[config.mk]
export PLATFORM = sky130hd
export DESIGN_NAME = reg_share_arbiter_flat
export DESIGN_NICKNAME = d
export VERILOG_FILES = /design/src/rtl/reg_share_arbiter_if.sv /design/src/rtl/reg_share_arbiter.sv /design/src/flat_wrapper.sv
export SDC_FILE = /design/constraint.sdc
export NUM_CORES = 1
export LEC_CHECK = 0
export BUFFER_PORTS_ARGS = -buffer_cell sky130_fd_sc_hd__buf_4
export CORE_ASPECT_RATIO = 1.25
export CORE_MARGIN = 2
export CORE_UTILIZATION = 34
export DETAILED_ROUTE_END_ITERATION = 7
export SYNTH_ARGS = -nofsm -noshare
export SYNTH_HDL_FRONTEND = slang
export SYNTH_SLANG_ARGS = --single-unit
[constraint.sdc]
create_clock -name clk -period 6.3 [get_ports clk]
set_input_delay 1.26 -clock clk [delete_from_list [all_inputs] [get_ports clk]]
set_output_delay 1.26 -clock clk [all_outputs]
set_load 0.05 [all_outputs]
[src/rtl/reg_share_arbiter_if.sv]
// Bundle of request/data and shared-register result signals between the
// requesters and reg_share_arbiter. The optional grant counter is present only
// when REG_ARB_STATS_EN is defined.
interface reg_share_arbiter_if #(
    parameter int NUM_REQ = 4,
    parameter int WIDTH   = 4
);
    localparam int IDX_W = $clog2(NUM_REQ);

    logic [NUM_REQ-1:0]       req;
    logic [NUM_REQ*WIDTH-1:0] wdata;
    logic [NUM_REQ-1:0]       gnt;
    logic [WIDTH-1:0]         q;
    logic                     q_valid;
    logic [IDX_W-1:0]         owner;
    logic                     busy;
`ifdef REG_ARB_STATS_EN
    logic [15:0]              grant_cnt;

    // Requester side: drives requests/data, observes the shared register.
    modport master (
        output req, wdata,
        input  gnt, q, q_valid, owner, busy, grant_cnt
    );

    // Arbiter side.
    modport slave (
        input  req, wdata,
        output gnt, q, q_valid, owner, busy, grant_cnt
    );
`else
    // Requester side: drives requests/data, observes the shared register.
    modport master (
        output req, wdata,
        input  gnt, q, q_valid, owner, busy
    );

    // Arbiter side.
    modport slave (
        input  req, wdata,
        output gnt, q, q_valid, owner, busy
    );
`endif
endinterface

[src/rtl/reg_share_arbiter.sv]
// reg_share_arbiter: round-robin write arbiter in front of one shared WIDTH-bit
// register. A winning requester's data is loaded on the IDLE->GRANT edge, then
// q is held for HOLD_CYCLES cycles before the next arbitration.
// Optional feature macro: REG_ARB_STATS_EN adds a saturating 16-bit grant
// counter (bus.grant_cnt).
module reg_share_arbiter #(
    parameter int NUM_REQ     = 4,
    parameter int WIDTH       = 4,
    parameter int HOLD_CYCLES = 2
) (
    input  logic                 clk,
    input  logic                 rst,
    reg_share_arbiter_if.slave   bus
);
    localparam int IDX_W = $clog2(NUM_REQ);
    // Value loaded into the hold counter on leaving GRANT; unused when HOLD_CYCLES==0.
    localparam logic [7:0] HOLD_LOAD = (HOLD_CYCLES > 0) ? 8'(HOLD_CYCLES - 1) : 8'd0;

    typedef enum logic [1:0] {
        IDLE  = 2'd0,
        GRANT = 2'd1,
        HOLD  = 2'd2
    } state_t;

    state_t           state;
    logic [IDX_W-1:0] rr_ptr;
    logic [7:0]       hold_cnt;
    logic [WIDTH-1:0] q_r;
    logic [NUM_REQ-1:0] gnt_r;
    logic [IDX_W-1:0] owner_r;
    logic             q_valid_r;
    logic             busy_r;

    logic             win_found;
    logic [IDX_W-1:0] win_idx;
    logic [WIDTH-1:0] win_data;
    int               idx;

    function automatic logic [NUM_REQ-1:0] onehot(input logic [IDX_W-1:0] i);
        onehot = NUM_REQ'(1) << i;
    endfunction

    function automatic logic [IDX_W-1:0] ptr_after(input logic [IDX_W-1:0] i);
        ptr_after = (i == IDX_W'(NUM_REQ - 1)) ? '0 : i + IDX_W'(1);
    endfunction

`ifdef REG_ARB_STATS_EN
    logic [15:0] grant_cnt_r;

    function automatic logic [15:0] sat_inc16(input logic [15:0] v);
        sat_inc16 = (v == 16'hFFFF) ? v : v + 16'd1;
    endfunction

    assign bus.grant_cnt = grant_cnt_r;
`endif

    // Search for the first requester at or above rr_ptr, wrapping to 0.
    always_comb begin
        win_found = 1'b0;
        win_idx   = '0;
        win_data  = '0;
        idx       = 0;
        for (int k = 0; k < NUM_REQ; k++) begin
            idx = int'(rr_ptr) + k;
            if (idx >= NUM_REQ) idx = idx - NUM_REQ;
            if (!win_found && bus.req[idx]) begin
                win_found = 1'b1;
                win_idx   = IDX_W'(idx);
                win_data  = bus.wdata[idx*WIDTH +: WIDTH];
            end
        end
    end

    // Arbitration FSM with registered outputs and the shared register itself.
    always_ff @(posedge clk) begin
        if (rst) begin
            state     <= IDLE;
            rr_ptr    <= '0;
            hold_cnt  <= '0;
            q_r       <= '0;
            gnt_r     <= '0;
            owner_r   <= '0;
            q_valid_r <= 1'b0;
            busy_r    <= 1'b0;
`ifdef REG_ARB_STATS_EN
            grant_cnt_r <= '0;
`endif
        end else begin
            case (state)
                IDLE: begin
                    if (win_found) begin
                        q_r       <= win_data;
                        owner_r   <= win_idx;
                        q_valid_r <= 1'b1;
                        gnt_r     <= onehot(win_idx);
                        rr_ptr    <= ptr_after(win_idx);
                        busy_r    <= 1'b1;
                        state     <= GRANT;
`ifdef REG_ARB_STATS_EN
                        grant_cnt_r <= sat_inc16(grant_cnt_r);
`endif
                    end
                end
                GRANT: begin
                    gnt_r    <= '0;
                    hold_cnt <= HOLD_LOAD;
                    if (HOLD_CYCLES > 0) begin
                        state <= HOLD;
                    end else begin
                        state  <= IDLE;
                        busy_r <= 1'b0;
                    end
                end
                HOLD: begin
                    if (hold_cnt == 8'd0) begin
                        state  <= IDLE;
                        busy_r <= 1'b0;
                    end else begin
                        hold_cnt <= hold_cnt - 8'd1;
                    end
                end
                default: begin
                    state  <= IDLE;
                    gnt_r  <= '0;
                    busy_r <= 1'b0;
                end
            endcase
        end
    end

    assign bus.q       = q_r;
    assign bus.gnt     = gnt_r;
    assign bus.owner   = owner_r;
    assign bus.q_valid = q_valid_r;
    assign bus.busy    = busy_r;
endmodule

[src/flat_wrapper.sv]
// flat-port wrapper written by rule: the top's interface ports become plain ports
module reg_share_arbiter_flat 
#(
    parameter int NUM_REQ     = 4,
    parameter int WIDTH       = 4,
    parameter int HOLD_CYCLES = 2
)
  (clk, rst, bus_req, bus_wdata, bus_gnt, bus_q, bus_q_valid, bus_owner, bus_busy);
  reg_share_arbiter_if #(.NUM_REQ(NUM_REQ), .WIDTH(WIDTH)) bus_i ();
  input  logic clk;
  input  logic rst;
  input wire logic [$bits(bus_i.req)-1:0] bus_req;
  input wire logic [$bits(bus_i.wdata)-1:0] bus_wdata;
  output wire logic [$bits(bus_i.gnt)-1:0] bus_gnt;
  output wire logic [$bits(bus_i.q)-1:0] bus_q;
  output wire logic [$bits(bus_i.q_valid)-1:0] bus_q_valid;
  output wire logic [$bits(bus_i.owner)-1:0] bus_owner;
  output wire logic [$bits(bus_i.busy)-1:0] bus_busy;
  assign bus_i.req = bus_req;
  assign bus_i.wdata = bus_wdata;
  assign bus_gnt = bus_i.gnt;
  assign bus_q = bus_i.q;
  assign bus_q_valid = bus_i.q_valid;
  assign bus_owner = bus_i.owner;
  assign bus_busy = bus_i.busy;
  reg_share_arbiter #(.NUM_REQ(NUM_REQ), .WIDTH(WIDTH), .HOLD_CYCLES(HOLD_CYCLES)) u_core (.clk(clk), .rst(rst), .bus(bus_i));
endmodule
==> impl_results.md <==
* Status: complete, no violations
* Root Buffer: clkbuf_8
* Layout cell share with drive strength beyond 1 at 25.76%
* Sink Count at 24
* Post-CTS Resized at 0
* # hold bufs at CTS at 0
* Flops & latches, synth at 24
* Drt first pass iters at 4
* Utilization after layout at 41.38%
* Lkg Pwr at 0.8014 nW
* Setup ws final at 3054 ps
* Rows at 29
* Synth Instances at 204
* Gr usage total at 14.24%
* Setup TNS Final at 0 ps
* Routed Wire Length at 4019 microns
* Max Clk Rate at ~0.3 GHz
* Number of diodes at 0
* Nets at 258
* Asr flop ratio synth at 0%
* Vias at roughly 1600
* Die Y at between 80 and 90 microns
* First DRT Iteration DRCs at 85
* Hold Crit Class: flip-flop to flip-flop
* VDD IR max at 0.0003008 V
* Max Fanout on Critical Path at 16
* Reg2Reg Depth at 8
* WS Path Type: flip-flop to flip-flop
* Initial antenna violation count at 0
* Number of buffers created by CTS at 3
* First-pass GRT wire length at 7003 microns
* Min cycle time layout at 3246 ps
* Grt total ovfl at 0
* Synth Flop Type: dfxtp_1
* Vias in the first global route at 1523
* Worst slew margin at 51.51%
* Clock Skew at 3.616 ps
* Crit Reg-Reg Startpoint: u_core.rr_ptr[1]
* Final setup vio count at 0
* Clk slew on worst S/H paths at 80 ps
* Mapped Nets at about 230
* Final Slew Violations at 0
* Gpl congestion at ~0.85
* Yosys top cell area share at 26.41%
* Number of H-tree levels at 1
* Avg WL per Cell at 13.81 microns
* Synth top cells by count: 29 x nor2_1, 24 x dfxtp_1, 15 x mux2i_1, 15 x nand2_1
* Post-synth EDFFs at 0
* Warnings, synthesis at 0
* Final worst-path cycle share at 51.52%
* Post-placement cell area at between 2000 and 2500 sq um
* Fin area at roughly 2100 sq um
* Hpwl dp at slightly below 3000 microns
* Slew @ Worst Pin at 725.9 ps
* Deepest clock path buffer count at 2
* P&R area growth vs syn at 16.37%
* Pin count of the biggest net entering global routing at 33
* Antenna viol nets, final at 0
* Max-Cap Viols at 0
* Top cells by area, synth: dfxtp_1 26%, mux4_2 9.9%, mux2i_1 8.3%
* Reg-to-reg setup timing slack at around 3000 ps
* Clock latency on the worst-skew pair at ~260 ps
* CTS tree: yes
* CP Launch Type: flip-flop
* Most numerous cell in the Yosys netlist: nor2_1
* Pwr dens at 475.7 nW/um^2
* Total design power at 0.001007 W
* WP data required at 6430 ps
* Hold path start: u_core.bus.q[1]
* RSZ-0062 raised after global routing: no
* WHS Path Cells at 2
* Initial Util at 35.56%
* Syn Std Cell Area at 1819 sq um
* Worst path arrival time at 3380 ps
* Die area at 5956 sq um
* Dpl ws at 3029 ps
* Die Wd at 69.43 microns
* PortBufs at 33
* Mapped Avg Cell Area at between 8 and 9 sq um
* Kind of end point of the critical path: flip-flop
* Synth area leader: dfxtp_1
* Post-synthesis cell type count at 48
* RR Endpoint: u_core.rr_ptr[1]
* # DRC at 0
* Endpoint, Worst Hold: u_core.bus.q[1]
* IO Pins at 34
* Core box area at 5116 sq um
* Post-synthesis sequential area ratio at a little over a quarter
* Routed vias/inst at ~5.4
* Final hold violation count at 0
* Setup Buffers After CTS at 0
[state kept, by name, summed over array words and instances, names as in the netlist]
| register | flops |
|---|---|
| u_core.state | 2 |
| u_core.rr_ptr | 2 |
| u_core.bus.gnt | 4 |
| u_core.bus.q_valid | 1 |
| u_core.bus.busy | 1 |
| u_core.bus.q | 4 |
| u_core.hold_cnt | 8 |
| u_core.bus.owner | 2 |
[worst max path at each step]
stage / slack [ps] / depth (start not counted) / start / to
floorplan: 3320 / 12 / u_core.rr_ptr[0] / u_core.rr_ptr[1]
global placement: 3100 / 7 / bus_req[3] / u_core.rr_ptr[1]
detailed placement: 3030 / 8 / u_core.rr_ptr[1] / u_core.rr_ptr[1]
CTS: 3020 / 8 / u_core.rr_ptr[1] / u_core.rr_ptr[1]
global route: 2790 / 8 / u_core.rr_ptr[1] / u_core.rr_ptr[1]
finish: 3050 / 8 / u_core.rr_ptr[1] / u_core.rr_ptr[1]
[worst max-delay path: stages (launching register included)]
cell and delay (ps):
dfxtp_1 670, inv_1 160, ha_1 630, mux4_2 660, nor2_4 170, a22oi_2 100, a211oi_2 460, or3_1 180
o311ai_1 90
[final cells by class]
class	instances	area, sq um
tap	62	77.57
multi-input combinational	163	1244
clock buffer	3	41.29
inverter	5	18.77
timing repair buffer	34	255.2
sequential	24	480.5
fill	511	2999
[layout by cell type, fill, tap and decap left out, types with 6 or more instances in the layout]
master	Yosys	layout
buf_4	1	34
nor2_1	29	29
dfxtp_1	24	24
mux2i_1	15	15
nand2_1	15	15
mux4_2	8	8
nor3_1	8	8
a211oi_1	7	7
mux2_2	6	6
nand3_1	6	6
[stage by stage]
| step | hold WS [ps] | instances |
|---|---|---|
| final | 462.9 | 291 |
| after floorplan | 443.6 | 204 |
| after global routing | 499.3 | 291 |
| after detailed placement | 450.9 | 288 |
| after CTS | 465.1 | 291 |
| after global placement | 442.8 | 288 |
[cell families (layout without fill, tap and decap cells)]
logic type / count (synthesis) / after routing / share of synthesized area (%)
buf+inv: 17 / 42 / 5.227
compound gates: 41 / 41 / 16.85
mux: 31 / 31 / 23.11
fa+ha+maj: 5 / 5 / 3.439
xor+xnor: 3 / 3 / 1.445
flops: 24 / 24 / 26.41
simple gates: 83 / 83 / 23.52
[routing by layer]
layer	vias to the layer above	routed length [microns]	track usage (%)
met5	-	0	0
met4	0	58	4.991
met3	5	272	3.290
met2	51	1835	22.20
met1	712	1852	19.36
li1	813	-	-
[where the power goes]
| part | leakage [nW] | switching (W) | internal, W |
|---|---|---|---|
| clock network | 0.0216 | 0.0000446 | 0.0000427 |
| registers | 0.197 | 0.0000389 | 0.000199 |
| logic | 0.583 | 0.000404 | 0.000278 |
No activity file was read; power rests on OpenSTA's default activity.
